<file path="src/rtl/des_sbox_scheduler_pkg.sv">
// Shared DES S-layer definitions: widths, scheduler FSM encoding, S-box tables
// and chunk/lookup helpers used by the scheduler and the shared S-box bank.
package des_sbox_scheduler_pkg;

  localparam int SBOX_CNT   = 8;
  localparam int SBOX_IN_W  = 6;
  localparam int SBOX_OUT_W = 4;
  localparam int DES_HALF_W = 32;
  localparam int DES_EXP_W  = 48;

  typedef enum logic [1:0] {
    ST_IDLE   = 2'd0,
    ST_LOOKUP = 2'd1,
    ST_DONE   = 2'd2
  } sched_state_e;

  // Chunk 0 is the S1 input (bits 47:42), chunk 7 the S8 input (bits 5:0).
  function automatic logic [SBOX_IN_W-1:0] chunk_at(input logic [DES_EXP_W-1:0] data,
                                                   input logic [2:0] idx);
    logic [SBOX_IN_W-1:0] c;
    case (idx)
      3'd0:    c = data[47:42];
      3'd1:    c = data[41:36];
      3'd2:    c = data[35:30];
      3'd3:    c = data[29:24];
      3'd4:    c = data[23:18];
      3'd5:    c = data[17:12];
      3'd6:    c = data[11:6];
      3'd7:    c = data[5:0];
      default: c = 6'd0;
    endcase
    return c;
  endfunction

  // Tables hold rows 0..3 left to right, 16 nibbles per row; row = {b5,b0}, col = b4:1.
  function automatic logic [SBOX_OUT_W-1:0] sbox_lookup(input logic [2:0] sel,
                                                       input logic [SBOX_IN_W-1:0] chunk);
    logic [255:0] tbl;
    logic [7:0]   pos;
    case (sel)
      3'd0:    tbl = 256'hE4D12FB83A6C5907_0F74E2D1A6CB9538_41E8D62BFC973A50_FC8249175B3EA06D;
      3'd1:    tbl = 256'hF18E6B34972DC05A_3D47F28EC01A69B5_0E7BA4D158C6932F_D8A13F42B67C05E9;
      3'd2:    tbl = 256'hA09E63F51DC7B428_D709346A285ECBF1_D6498F30B12C5AE7_1AD069874FE3B52C;
      3'd3:    tbl = 256'h7DE3069A1285BC4F_D8B56F03472C1AE9_A690CB7DF13E5284_3F06A1D8945BC72E;
      3'd4:    tbl = 256'h2C417AB6853FD0E9_EB2C47D150FA3986_421BAD78F9C5630E_B8C71E2D6F09A453;
      3'd5:    tbl = 256'hC1AF92680D34E75B_AF427C9561DE0B38_9EF528C3704A1DB6_432C95FABE17608D;
      3'd6:    tbl = 256'h4B2EF08D3C975A61_D0B7491AE35C2F86_14BDC37EAF680592_6BD814A7950FE23C;
      3'd7:    tbl = 256'hD2846FB1A93E50C7_1FD8A374C56B0E92_7B419CE206ADF358_21E74A8DFC90356B;
      default: tbl = 256'h0;
    endcase
    pos = 8'd255 - {chunk[5], chunk[0], chunk[4:1], 2'b00};
    return tbl[pos -: 4];
  endfunction

endpackage

</file>
<file path="src/rtl/des_sbox_scheduler.sv">
// Time-multiplexes one shared S-box bank over the eight 6-bit chunks of E(R)^K.
// Optional SBOX_SCHED_STATS_EN adds a wrapping done_count handshake counter.
module des_sbox_scheduler
  import des_sbox_scheduler_pkg::*;
#(
  parameter int SBOX_LAT = 0,
  parameter int STATS_W  = 16
) (
  input  logic                  clk,
  input  logic                  rst,
  input  logic                  in_valid,
  output logic                  in_ready,
  input  logic [DES_EXP_W-1:0]  in_data,
  output logic                  out_valid,
  input  logic                  out_ready,
  output logic [DES_HALF_W-1:0] out_data,
  output logic [2:0]            sbox_sel,
  output logic [SBOX_IN_W-1:0]  sbox_in,
  input  logic [SBOX_OUT_W-1:0] sbox_out
`ifdef SBOX_SCHED_STATS_EN
  ,
  output logic [STATS_W-1:0]    done_count
`endif
);

  localparam logic       TWO_PHASE = (SBOX_LAT != 0);
  localparam logic [2:0] LAST_IDX  = 3'(SBOX_CNT - 1);

  if (SBOX_LAT < 0 || SBOX_LAT > 1 || STATS_W < 1) begin : g_bad_param
    $error("des_sbox_scheduler: SBOX_LAT must be 0 or 1 and STATS_W at least 1");
  end

  sched_state_e          state_r, state_s;
  logic [2:0]            idx_r, idx_s;
  logic                  phase_r, phase_s;
  logic                  capture_s;
  logic [4:0]            nib_base_s;
  logic [DES_EXP_W-1:0]  data_r, data_s;
  logic                  in_ready_r, in_ready_s;
  logic                  out_valid_r, out_valid_s;
  logic [DES_HALF_W-1:0] out_data_r, out_data_s;
  logic [2:0]            sbox_sel_r, sbox_sel_s;
  logic [SBOX_IN_W-1:0]  sbox_in_r, sbox_in_s;

  // Next-state and next-output logic; every register defaults to holding
  always_comb begin
    state_s     = state_r;
    idx_s       = idx_r;
    phase_s     = phase_r;
    data_s      = data_r;
    in_ready_s  = in_ready_r;
    out_valid_s = out_valid_r;
    out_data_s  = out_data_r;
    sbox_sel_s  = sbox_sel_r;
    sbox_in_s   = sbox_in_r;
    capture_s   = 1'b0;
    nib_base_s  = {LAST_IDX - idx_r, 2'b00};
    case (state_r)
      ST_IDLE: begin
        if (in_valid && in_ready_r) begin
          data_s     = in_data;
          idx_s      = 3'd0;
          phase_s    = 1'b0;
          sbox_sel_s = 3'd0;
          sbox_in_s  = chunk_at(in_data, 3'd0);
          in_ready_s = 1'b0;
          state_s    = ST_LOOKUP;
        end else begin
          in_ready_s = 1'b1;
        end
      end
      ST_LOOKUP: begin
        // A registered bank needs an issue cycle before its result can be captured
        capture_s = TWO_PHASE ? phase_r : 1'b1;
        if (capture_s) begin
          out_data_s[nib_base_s +: SBOX_OUT_W] = sbox_out;
          phase_s = 1'b0;
          if (idx_r == LAST_IDX) begin
            out_valid_s = 1'b1;
            state_s     = ST_DONE;
          end else begin
            idx_s      = idx_r + 3'd1;
            sbox_sel_s = idx_r + 3'd1;
            sbox_in_s  = chunk_at(data_r, idx_r + 3'd1);
          end
        end else begin
          phase_s = 1'b1;
        end
      end
      ST_DONE: begin
        if (out_ready) begin
          out_valid_s = 1'b0;
          in_ready_s  = 1'b1;
          state_s     = ST_IDLE;
        end else begin
          out_valid_s = 1'b1;
        end
      end
      default: begin
        state_s     = ST_IDLE;
        idx_s       = 3'd0;
        phase_s     = 1'b0;
        in_ready_s  = 1'b1;
        out_valid_s = 1'b0;
      end
    endcase
  end

  // State and registered-output update with synchronous reset
  always_ff @(posedge clk) begin
    if (rst) begin
      state_r     <= ST_IDLE;
      idx_r       <= 3'd0;
      phase_r     <= 1'b0;
      data_r      <= 48'h0;
      in_ready_r  <= 1'b1;
      out_valid_r <= 1'b0;
      out_data_r  <= 32'h0;
      sbox_sel_r  <= 3'd0;
      sbox_in_r   <= 6'd0;
    end else begin
      state_r     <= state_s;
      idx_r       <= idx_s;
      phase_r     <= phase_s;
      data_r      <= data_s;
      in_ready_r  <= in_ready_s;
      out_valid_r <= out_valid_s;
      out_data_r  <= out_data_s;
      sbox_sel_r  <= sbox_sel_s;
      sbox_in_r   <= sbox_in_s;
    end
  end

  assign in_ready  = in_ready_r;
  assign out_valid = out_valid_r;
  assign out_data  = out_data_r;
  assign sbox_sel  = sbox_sel_r;
  assign sbox_in   = sbox_in_r;

`ifdef SBOX_SCHED_STATS_EN
  logic [STATS_W-1:0] done_count_r;

  // Completed-handshake counter, wraps naturally at 2^STATS_W
  always_ff @(posedge clk) begin
    if (rst) begin
      done_count_r <= STATS_W'(0);
    end else if (out_valid_r && out_ready) begin
      done_count_r <= done_count_r + STATS_W'(1);
    end else begin
      done_count_r <= done_count_r;
    end
  end

  assign done_count = done_count_r;
`endif

endmodule

</file>
<file path="config.mk">
export PLATFORM = sky130hd
export DESIGN_NAME = des_sbox_scheduler
export DESIGN_NICKNAME = d
export VERILOG_FILES = /design/src/rtl/des_sbox_scheduler_pkg.sv /design/src/rtl/des_sbox_scheduler.sv
export SDC_FILE = /design/constraint.sdc
export NUM_CORES = 1
export LEC_CHECK = 0
export CAP_MARGIN = 20
export CORE_ASPECT_RATIO = 0.6
export CORE_UTILIZATION = 53
export DETAILED_ROUTE_END_ITERATION = 7
export GPL_TIMING_DRIVEN = 0
export PLACE_DENSITY = 0.94
export SLEW_MARGIN = 20
export SYNTH_ARGS = -nofsm -noshare
export SYNTH_HDL_FRONTEND = slang
export SYNTH_SLANG_ARGS = --single-unit
export TNS_END_PERCENT = 5
</file>
<file path="constraint.sdc">
create_clock -name clk -period 3.7 [get_ports clk]
set_input_delay 0.925 -clock clk [delete_from_list [all_inputs] [get_ports clk]]
set_output_delay 0.925 -clock clk [all_outputs]
set_load 0.05 [all_outputs]
</file>
==> impl_metrics.ini, run 1 <==
[place]
dp_hpwl_um = 8910
io_buffers = 95
place.gp.congestion = 0.951
dp_cells = 674

[clocking]
cts_buffer_depth = 2
clkLatencyLatePin_ps = 350
h-tree-depth = 3
clkSinkCount = 96
clk_pin_slew_ps = 70
cts_resized = 0
cts_buffers = 9
root_buffer = clkbuf_16
hold_buffers = 0
cts_tree = built
postCtsSetupRepairBufs = 0

[critical_path]
r2r_slack_ps = 1300
worst-path-max-fanout = 6
crit_slowest_cell = clkdlybuf4s50_1
crit_required_ps = 2770
crit_cells = 1
end_kind = primary output
crit_buf_inv = 1
worst_ep_arrival_time_ps = 1690
cp-start-kind = register
cp_cell_sequence = clkdlybuf4s50_1
cpLargestDelayFamily = buffers and inverters
worstSetupPathType = reg2out
r2r_cells = 7
max_stage_delay_ps = 860

[floorplanning]
core_sq_um = 7390
row_count = 24
io_pins = 99
initial_utilization_pct = 55.6
die-area_sq_um = 8110
die_h_um = 70.2
die_x_um = 116

[logic_synthesis]
synth_cell_types = 47
syn-num-nets = 540
netlist_area_sq_um = 4110
synth_ff_type = dfxtp_1
yosys.area.top_type_share_pct = 46.8
ys_ff_latch = 96
synth_top_cell_by_area = dfxtp_1
synth.yosys.seq_area_share_pct = 46.8
synth_edf_count = 0
yosys-top-cells-area = dfxtp_1, nand2_1, mux2i_1
avgSynthCellArea_sq_um = 8.64
syn_inst = 475
yosys_warnings = 0
synth-async-reset-ratio_pct = 0

[finish]
stdcell_count = 689
num_antenna_cells = 0
drive_gt1_share_pct = 7.69
nets = 646
ff_latch_area_sq_um = 1920
final_cell_mix = nand2_1, dfxtp_1, clkdlybuf4s50_1
n_fill_cell = 523
area_growth_syn_to_layout_pct = 34.1
multi_input_area_sq_um = 1970
final_common_cell = nand2_1

[sta]
final.setup_skew_ps = 10.6
tns_ps = 0
slew_headroom_pct = 58.8
setup_viol = 0
min_period_ps = 2620
max_freq_ghz = 0.382
rsz0062_at_grt = no
period_share_pct = 70.8
tightest_slew_ps = 618
drv_slew = 0
hold_violations = 0

[worst_hold_path]
worstHoldPathCells = 2
min-delay-path-class = reg2reg

[global_route]
antenna_found_initial = 0
grt_max_degree = 16
grt_pass1_wl_um = 19700
overflow = 0
track_usage_pct = 32.0
grt_pass1_vias = 4045

[power]
netSwitchingPower_uw = 1030
cellPowerDensity_nw_per_um2 = 564
p_int_uw = 2080
ir_drop_mv = 0.350
switching_share_pct = 33.1
pwr-share-comb_pct = 28.4
seq_power_share_pct = 39.6
p_leak_uw = 0.00216
p_clk_share_pct = 32.0

[routing]
drt_iter0_drc = 404
routedWlPerCell_um = 18.3
final_antenna_net_count = 0
dr.pass1.iters = 6
route.vias.total = 4110
drt_wl_total_um = 12600
drc = 0
vias_per_cell = 5.97

[flow_run]
cap_violations = 0

[status]
status = finished clean
through the flow:
| stage | setup slack (ps) | hold slack (ps) | cell area [sq um] | util [%] | total power [uW] |
|---|---|---|---|---|---|
| after detailed placement | 980 | 448 | 5190 | 70.2 | 2090 |
| after global routing | 1060 | 477 | 5510 | 74.5 | 3210 |
| after global placement | 1050 | 442 | 5190 | 70.2 | 2040 |
| after CTS | 1120 | 457 | 5510 | 74.5 | 3080 |
| final | 1080 | 460 | 5510 | 74.5 | 3110 |
| after floorplan | 1780 | 432 | 4110 | - | 1800 |
cells by family (layout without fill, tap and decap cells):
logic type / after synthesis / count (layout) / share of synthesized area, %
AO/OA/AOI/OAI: 97 / 97 / 15.7
adder cells (fa/ha/maj): 9 / 9 / 2.74
buffers and inverters: 48 / 158 / 5.30
flip-flops: 96 / 96 / 46.8
multiplexers: 36 / 36 / 8.78
AND/OR/NAND/NOR: 189 / 189 / 20.7
power by group through the flow:
stage,clock network (uW),logic [uW],registers (uW)
final,994,884,1230
after CTS,995,862,1220
after floorplan,0,447,1350
after global placement,0,806,1240
after global routing,1040,932,1240
after detailed placement,0,844,1240
cell usage after synthesis, types with 4 or more instances:
cell / count
nand3_1: 6
inv_1: 10
buf_2: 15
a222oi_1: 8
nor2_1: 45
mux2i_1: 36
dfxtp_1: 96
nand2_1: 101
a21oi_1: 60
o221ai_1: 4
a22oi_1: 10
clkbuf_1: 17
ha_1: 9
nand2b_1: 7
sequential cells by signal, summed over array words and instances (netlist names):
| signal | count |
|---|---|
| out_valid | 1 |
| data_r | 48 |
| sbox_sel | 3 |
| idx_r | 3 |
| out_data | 32 |
| sbox_in | 6 |
| state_r | 2 |
| in_ready | 1 |
final timing paths:
kind                                  from    endpoint
worst max-delay path              in_ready    in_ready
worst min-delay path            data_r[36]  data_r[36]
worst max register to register    idx_r[0]  sbox_in[4]
worst min register to register  data_r[36]  data_r[36]
layer usage:
metal	up-vias	GRT usage (%)	wire (um)
met5	-	0	0
met4	0	12.5	405
met3	51	10.9	1590
met2	294	49.8	5570
met1	1922	40.7	5010
li1	1843	-	-
cell type report:
class | instances | area share [%]
multi-input cells | 331 | 35.7
inverters | 10 | 0.682
plain buffers | 38 | 3.27
well taps | 104 | 2.36
clock buffers | 10 | 4.34
repair buffers | 95 | 17.3
clock inverters | 5 | 1.48
flip-flops and latches | 96 | 34.9
Note: power is estimated with default switching activity, not from simulation.
==> inputs of run 2 (changes only) <==
--- a/config.mk
+++ b/config.mk
@@ -7,10 +7,10 @@
 export LEC_CHECK = 0
 export CAP_MARGIN = 20
 export CORE_ASPECT_RATIO = 0.6
-export CORE_UTILIZATION = 53
+export CORE_UTILIZATION = 49
 export DETAILED_ROUTE_END_ITERATION = 7
 export GPL_TIMING_DRIVEN = 0
-export PLACE_DENSITY = 0.94
+export PLACE_DENSITY = 0.88
 export SLEW_MARGIN = 20
 export SYNTH_ARGS = -nofsm -noshare
 export SYNTH_HDL_FRONTEND = slang
==> constraint.sdc (replaced) <==
create_clock -name clk -period 2.45 [get_ports clk]
set_input_delay 0.6125 -clock clk [delete_from_list [all_inputs] [get_ports clk]]
set_output_delay 0.6125 -clock clk [all_outputs]
set_load 0.05 [all_outputs]
==> impl_metrics.ini, run 2 (synthesized netlist as in run 1, its figures left out) <==
[finish]
ff_latch_area_sq_um = 1920
final_common_cell = nand2_1
num_antenna_cells = 0
stdcell_count = 693
largest-register = data_r
n_fill_cell = 646
nets = 646
drive_gt1_share_pct = 7.52
area_growth_syn_to_layout_pct = 34.3
final_cell_mix = nand2_1, dfxtp_1, clkdlybuf4s50_1
multi_input_area_sq_um = 1970
largest_register_ffs = 48

[sta]
final.setup_skew_ps = 5.96
drv_slew = 0
slew_headroom_pct = 62.7
fin_ws_ps = 175
max_freq_ghz = 0.439
tightest_slew_ps = 559
rsz0062_at_grt = no
hold_violations = 0
tns_ps = 0
period_share_pct = 92.9
min_period_ps = 2280
setup_viol = 0
hold-worst-slack_ps = 456

[routing]
drt_wl_total_um = 11900
dr.pass1.iters = 6
drc = 0
drt_iter0_drc = 541
final_antenna_net_count = 0
vias_per_cell = 5.59
routedWlPerCell_um = 17.2
route.vias.total = 3874

[clocking]
hold_buffers = 0
clkLatencyLatePin_ps = 340
clk_pin_slew_ps = 70
cts_buffers = 9
cts_tree = built
clkSinkCount = 96
root_buffer = clkbuf_16
cts_buffer_depth = 2
h-tree-depth = 3
postCtsSetupRepairBufs = 0

[critical_path]
worst-path-max-fanout = 6
max_stage_delay_ps = 860
crit_required_ps = 1840
crit_buf_inv = 1
crit_slowest_cell = clkdlybuf4s50_1
end_kind = primary output
cp_cell_sequence = clkdlybuf4s50_1
r2r_slack_ps = 210
cpLargestDelayFamily = buffers and inverters
worstSetupPathType = reg2out
worst_ep_arrival_time_ps = 1660
cp-start-kind = register

[global_route]
grt_pass1_wl_um = 19100
track_usage_pct = 28.9
antenna_found_initial = 0
grt_pass1_vias = 3811
grt_max_degree = 16
overflow = 0

[floorplanning]
io_pins = 99
die-area_sq_um = 8760
initial_utilization_pct = 51.3
die_h_um = 72.9
core_sq_um = 8010
row_count = 25
die_x_um = 120

[power]
p_leak_uw = 0.00216
cellPowerDensity_nw_per_um2 = 847
ir_drop_mv = 0.438

[place]
dp_slack_ps = 73.4
dp_hpwl_um = 8730
dp_cells = 678
io_buffers = 95
place.gp.congestion = 0.923

[worst_hold_path]
min-delay-path-class = reg2reg

[status]
status = finished clean

[flow_run]
cap_violations = 0
==> run 2: worst paths after layout <==
path / start / to / cells after the start
worst max-delay path: in_ready / in_ready / 1
worst min register to register: out_data[23] / out_data[23] / 2
worst max register to register: idx_r[0] / out_data[2] / 7
worst min-delay path: out_data[23] / out_data[23] / 2
==> run 2: layer usage <==
layer	vias up	track usage [%]	part of all wire [%]	wire [um]
li1	1835	-	-	-
met1	1833	38.2	45	5410
met2	187	45.1	44	5210
met3	19	9.06	9.5	1130
met4	0	9.17	1.2	146
met5	-	0	0	0
==> run 2: cell type report <==
cell class / instances / share of cell area, %
clock buffer: 11 / 4.40
inverter: 10 / 0.681
sequential: 96 / 34.9
tap: 108 / 2.45
buffer: 38 / 3.27
timing repair buffer: 95 / 17.3
multi-input combinational: 331 / 35.7
clock inverter: 4 / 1.41
==> run 2: power by group <==
group          switching, uW  total (uW)  leakage (uW)  internal, uW
clock                    593        1520      0.000156           923
combinational            805        1290       0.00123           489
sequential               124        1860      0.000783          1730
==> run 2: what timing repair did <==
action / 4_1_cts / 5_1_grt
gates resized for setup: 0 / 1
endpoints found under the setup margin: 0 / 1
endpoints found under the hold margin: 0 / 0
==> run 2: per-stage QoR <==
step / utilization, % / power, uW / instance area [sq um]
2_1_floorplan: - / 2710 / 4110
3_3_place_gp: 64.8 / 3090 / 5190
3_5_place_dp: 64.8 / 3140 / 5190
4_1_cts: 68.8 / 4640 / 5510
5_1_grt: 68.8 / 4860 / 5510
6_report: 68.8 / 4670 / 5510
==> inputs of run 3 (changes only) <==
--- a/config.mk
+++ b/config.mk
@@ -11,6 +11,7 @@
 export DETAILED_ROUTE_END_ITERATION = 7
 export GPL_TIMING_DRIVEN = 0
 export PLACE_DENSITY = 0.88
+export SKIP_CTS_REPAIR_TIMING = 1
 export SLEW_MARGIN = 20
 export SYNTH_ARGS = -nofsm -noshare
 export SYNTH_HDL_FRONTEND = slang
==> results of run 3 <==
Final layout, timing and power as in run 2 (identical DEF).
